## src/rtl/rptr_handler.sv

```systemverilog
// Read-side pointer and flag generator for the dual-clock FIFO (rclk domain).
// Optional sticky underflow status is built when RPTR_UNDERFLOW_EN is defined.
module rptr_handler #(
    parameter int PTR_WIDTH        = 3,
    parameter int ALMOST_EMPTY_LVL = 1
) (
    input  logic                 rclk,
    input  logic                 rrst,
    input  logic                 r_en,
    input  logic [PTR_WIDTH-1:0] g_wptr_sync,
    output logic [PTR_WIDTH-1:0] b_rptr,
    output logic [PTR_WIDTH-1:0] g_rptr,
    output logic                 empty,
    output logic                 almost_empty,
    output logic [PTR_WIDTH-1:0] rd_level,
    input  logic                 clr_err,
    output logic                 underflow,
    output logic [7:0]           underflow_cnt
);

    localparam logic [PTR_WIDTH-1:0] AE_LVL = PTR_WIDTH'(ALMOST_EMPTY_LVL);

    logic                 accepted;
    logic [PTR_WIDTH-1:0] b_rptr_next;
    logic [PTR_WIDTH-1:0] g_rptr_next;
    logic [PTR_WIDTH-1:0] b_wptr_sync;
    logic [PTR_WIDTH-1:0] level_next;

    assign accepted    = r_en & ~empty;
    assign b_rptr_next = b_rptr + {{(PTR_WIDTH-1){1'b0}}, accepted};
    assign g_rptr_next = (b_rptr_next >> 1) ^ b_rptr_next;

    always_comb begin
        b_wptr_sync = '0;
        b_wptr_sync[PTR_WIDTH-1] = g_wptr_sync[PTR_WIDTH-1];
        for (int i = PTR_WIDTH - 2; i >= 0; i--) begin
            b_wptr_sync[i] = b_wptr_sync[i+1] ^ g_wptr_sync[i];
        end
    end

    // Level uses the post-read pointer so reads lower it on the consuming edge.
    assign level_next = b_wptr_sync - b_rptr_next;

    always_ff @(posedge rclk or posedge rrst) begin
        if (rrst) begin
            b_rptr       <= '0;
            g_rptr       <= '0;
            empty        <= 1'b1;
            almost_empty <= 1'b1;
            rd_level     <= '0;
        end else begin
            b_rptr       <= b_rptr_next;
            g_rptr       <= g_rptr_next;
            empty        <= (g_rptr_next == g_wptr_sync);
            almost_empty <= (level_next <= AE_LVL);
            rd_level     <= level_next;
        end
    end

`ifdef RPTR_UNDERFLOW_EN
    logic       uf_q;
    logic [7:0] uf_cnt_q;

    // clr_err wins over a simultaneous underflow event, which is dropped.
    always_ff @(posedge rclk or posedge rrst) begin
        if (rrst) begin
            uf_q     <= 1'b0;
            uf_cnt_q <= '0;
        end else if (clr_err) begin
            uf_q     <= 1'b0;
            uf_cnt_q <= '0;
        end else if (r_en & empty) begin
            uf_q <= 1'b1;
            if (uf_cnt_q != 8'hff) begin
                uf_cnt_q <= uf_cnt_q + 8'd1;
            end
        end
    end

    assign underflow     = uf_q;
    assign underflow_cnt = uf_cnt_q;
`else
    logic unused_clr_err;
    assign unused_clr_err = clr_err;
    assign underflow      = 1'b0;
    assign underflow_cnt  = '0;
`endif

endmodule

```

## config.mk

```make
export PLATFORM = sky130hd
export DESIGN_NAME = rptr_handler
export DESIGN_NICKNAME = d
export VERILOG_FILES = /design/src/rtl/rptr_handler.sv
export SDC_FILE = /design/constraint.sdc
export NUM_CORES = 1
export LEC_CHECK = 0
export CORE_UTILIZATION = 41
export CTS_BUF_LIST = sky130_fd_sc_hd__clkbuf_8
export CTS_CLUSTER_DIAMETER = 120
export DETAILED_ROUTE_END_ITERATION = 6
export PLACE_DENSITY = 0.81
export SYNTH_ARGS = -nofsm -noshare
export SYNTH_HDL_FRONTEND = slang
export SYNTH_SLANG_ARGS = --single-unit
```

## constraint.sdc

```tcl
create_clock -name rclk -period 2.3 [get_ports rclk]
set_input_delay 0.345 -clock rclk [delete_from_list [all_inputs] [get_ports rclk]]
set_output_delay 0.345 -clock rclk [all_outputs]
set_load 0.01 [all_outputs]
```

# Word level (Yosys, flattened, before mapping)
# Index checks and enable logic that the tools add are counted.
# classes
eq_ne,1
bitwise,5
addsub,2
order_cmp,1
# op_table
op,n
$add A3 B1 Y3,1
$eq A3 B3 Y1,1
$le A3 B1 Y1 const B,1
$sub A3 B3 Y3,1
$xor A2 B3 Y3,1
$xor A1 B1 Y1,2
$and A1 B1 Y1,1
$not A1 Y1,1
# totals
inputBits,7
ff_bits,11
output_inout_bits,20

# Logic depth before layout (Yosys ltp)
# logic_depth
word_depth,5
mapped_depth,9

# Least setup slack after synthesis
# Ideal clock, no wire load.
# synth_timing
path_kind,reg2reg
start,register empty
end,register almost_empty
path_stages_with_launch,9
slack_ns,0.190
required_ns,2.223
arrival_ns,2.033
path_buffers,0
synth_period_minus_slack_ns,2.110
cell_sequence,dfstp_2 nor2b_1 ha_1 ha_1 inv_1 fa_1 xnor2_1 xnor2_2 nor2_2
# synth_between
elab_chain_cells,5
# synth_lines
element,line_no,rtl
start: declaration,13,"output logic empty,"
start signal: assignment,54,empty <= (g_rptr_next == g_wptr_sync);
$not A1 Y1,29,assign accepted = r_en & ~empty;
$and A1 B1 Y1,29,
$add A3 B1 Y3,30,"assign b_rptr_next = b_rptr + {{(PTR_WIDTH-1){1'b0}}, accepted};"
via b_rptr_next[1],24,logic [PTR_WIDTH-1:0] b_rptr_next;
$sub A3 B3 Y3,42,assign level_next = b_wptr_sync - b_rptr_next;
via level_next[2],27,logic [PTR_WIDTH-1:0] level_next;
$le A3 B1 Y1,55,almost_empty <= (level_next <= AE_LVL);
end signal: assignment,55,
end: declaration,14,"output logic almost_empty,"
# The timed path passes the listed nets, and every way through them passes these cells.

# Final worst setup path
# layout_timing
start,input r_en
end,register almost_empty
# layout_between
elab_chain_cells,4
# layout_lines
element,line_no,rtl
start: declaration,9,"input logic r_en,"
$and A1 B1 Y1,29,
$add A3 B1 Y3,30,
via b_rptr_next[1],24,
$sub A3 B3 Y3,42,
via level_next[2],27,
$le A3 B1 Y1,55,
# The timed path passes the listed nets, and every way through them passes these cells.

==> results by group <==
Power and ir drop
  – Total chip power: 0.00118 W
  – Cell Pwr Density: 1490 nW/um^2
  – P_leak: 0.375 nW
  – VDD IR max: 0.746 mV

Logic synthesis
  – Multiplexer share of the synthesized area: 3.51%
  – Combinational family with the most area after synthesis: buffers and inverters
  – Xor/xnor share of the synthesized area: 15.4%
  – Synth Warn #: 0
  – Count of cell types in the netlist: 19
  – Synth Area in Compound Gates: 1.54%
  – Post-synthesis adder-cell area fraction: 10.1%
  – Top FF cell, synth: dfrtp_1
  – Synth Instances: 49
  – Simple-Gate Fraction of Synth Area: 8.11%
  – Number of flops mapped to enable cells by yosys: 0
  – Sequential fraction of the synthesis area: 44.3%
  – Post-synthesis sequential element count: 10
  – Share of synthesized registers carrying an async set or reset: 100%
  – Synth Cell Area: 571 sq um
  – Syn avg cell area: 11.6 sq um

Floorplanning
  – # IOs: 27
  – Die Wd: 39.3 um
  – Initial core utilization: 43.8%
  – Core area: 1300 sq um
  – Num rows: 13
  – Die Span Y: 39.3 um
  – DIE AREA: 1540 sq um

Clocking
  – Worst-path clk slew: 0.04 ns
  – Max Buffers Root-to-Sink: 2
  – CTS tree: built
  – Cts hold-fix bufs: 0
  – CTS resizes: 0
  – Number of setup buffers added after CTS: 0
  – Total clock sinks: 10
  – Clock Root Buffer: clkbuf_8
  – H-tree levels: 1
  – CTS Buf Count: 3
  – Worst-skew pair later-pin latency: 0.23 ns

Layout
  – Diode count: 0
  – Fraction of layout cells with a size suffix above 1: 19.4%
  – Nets@finish: 85
  – Fin cells: 87
  – P&R area growth vs syn: 38.6%
  – Util after Layout: 60.8%
  – Final non-filler cell area: 791 sq um

Drt
  – Drt drc: 0
  – WL/cell: 8.71 um
  – Via density per instance: 4.11
  – DR vias: 358
  – Router iterations before antenna repair: 1
  – ANT nets after route: 0
  – DRT iter0 DRCs: 0
  – Final WL: 758 um

Timing
  – Clk_skew: 0.00125 ns
  – RSZ-0062 raised after global routing: no
  – Peak Freq: 0.468 GHz
  – Period minus WS final: 2.13 ns
  – Final Hold Viols: 0
  – Max Transition Viols Final: 0
  – Final setup viols: 0
  – Slack of the critical path: 0.165 ns
  – Ratio of final minimum period to clock period: 92.8%

Placed design
  – Port-buffer cells: 16
  – DP Cell Count: 84
  – Setup slack at placement: -0.0966 ns
  – HPWL after detailed placement: 679 um
  – Gpl congestion: 0.757
  – Post-DP Area: 749 sq um

Setup path
  – Kind of critical path: in2reg
  – Largest stage delay, worst path: 0.43 ns
  – Most frequent CP cell: ha_1
  – Worst Path Required: 2.46 ns
  – Slowest CP cell: fa_1
  – CP arrival: 2.29 ns
  – Critical Path Sink Type: flip-flop
  – Cell Chain, Critical Path: clkdlybuf4s50_1, nor2b_1, ha_1, ha_1, inv_1, fa_1, xnor2_1, xnor2_2, nor2_2
  – Worst r2r path cells: 8
  – CP max FO: 2
  – Crit start category: primary input

Run status
  – Status: finished, final reports clean

Run
  – Max-Cap Viols: 0

Global routing
  – Gr ovfl total: 0
  – Vias in the first global route: 296
  – Largest net degree at the start of global routing: 11
  – Initial antenna violation count: 0
  – First-pass GRT wire length: 1150 um
  – Gr usage total: 11.8%

Worst hold path
  – Hold Path Class: in2async
-- sequential cells by signal, indices dropped and copies added, names as in the netlist --
name,count
rd_level,3
b_rptr,3
almost_empty,1
empty,1
g_rptr,2
-- layout make-up --
class	instances	area, sq um
fill	113	510
multi-input combinational	32	254
sequential	10	253
timing repair buffer	22	205
clock buffer	3	41.3
inverter	5	18.8
tap	15	18.8
-- kinds of logic (layout without fill, tap and decap cells) --
kind of cell,after synthesis,count (layout)
xor+xnor,7,7
fa+ha+maj,4,4
mux,2,2
other cells,1,9
compound gates,1,1
buf+inv,15,30
flops,10,10
simple gates,9,9
-- layer usage --
layer | wire, um | GRT usage, %
met1 | 274 | 12.0
met2 | 435 | 20.8
met3 | 48 | 5.11
met4 | 0 | 5.17
met5 | 0 | 0
-- critical path: cells and delay by family --
family        cells  cell delay (ns)
xor+xnor          2             0.40
fa+ha+maj         3             0.90
buf+inv           2             0.47
simple gates      2             0.17
-- worst paths after layout --
path / start / to / slack, ns
min in group rclk: b_rptr[1] / b_rptr[1] / 0.64
max in group asynchronous: rrst / almost_empty / 1.59
worst min register to register: b_rptr[1] / b_rptr[1] / 0.64
worst min-delay path: rrst / b_rptr[2] / 0.40
worst max register to register: empty / almost_empty / 0.25
worst max-delay path: r_en / almost_empty / 0.17
-- cells in the mapped netlist (all sizes together), types with 2 or more instances --
cell    count  area share, %
buf        10             13
dfrtp       8             35
inv         5            3.3
mux2i       2            3.5
nand2       2            1.3
nand2b      2            2.2
ha          3            6.6
nor2        3            2.4
xnor2       6             14
dfstp       2            9.2
-- power by group --
part / switching (W) / internal (W)
logic: 0.000291 / 0.000396
clock network: 0.0000574 / 0.000114
registers: 0.0000394 / 0.000279
total: 0.000388 / 0.000789
-- cell usage in the layout, fill, tap and decap left out, types with 3 or more instances in the layout --
master,synthesis,routed
clkdlybuf4s50_1,0,16
conb_1,1,9
dfrtp_1,8,8
buf_4,10,6
inv_1,5,5
xnor2_1,4,4
ha_1,3,3
clkbuf_8,0,3
-- metrics by stage --
| step | hold slack (ns) | TNS, ns |
|---|---|---|
| after floorplan | 0.184 | 0 |
| after global placement | 0.636 | -0.0890 |
| after detailed placement | 0.642 | -0.162 |
| after CTS | 0.417 | 0 |
| after global routing | 0.432 | 0 |
| final | 0.404 | 0 |
Power figures use the tool's default switching activity.
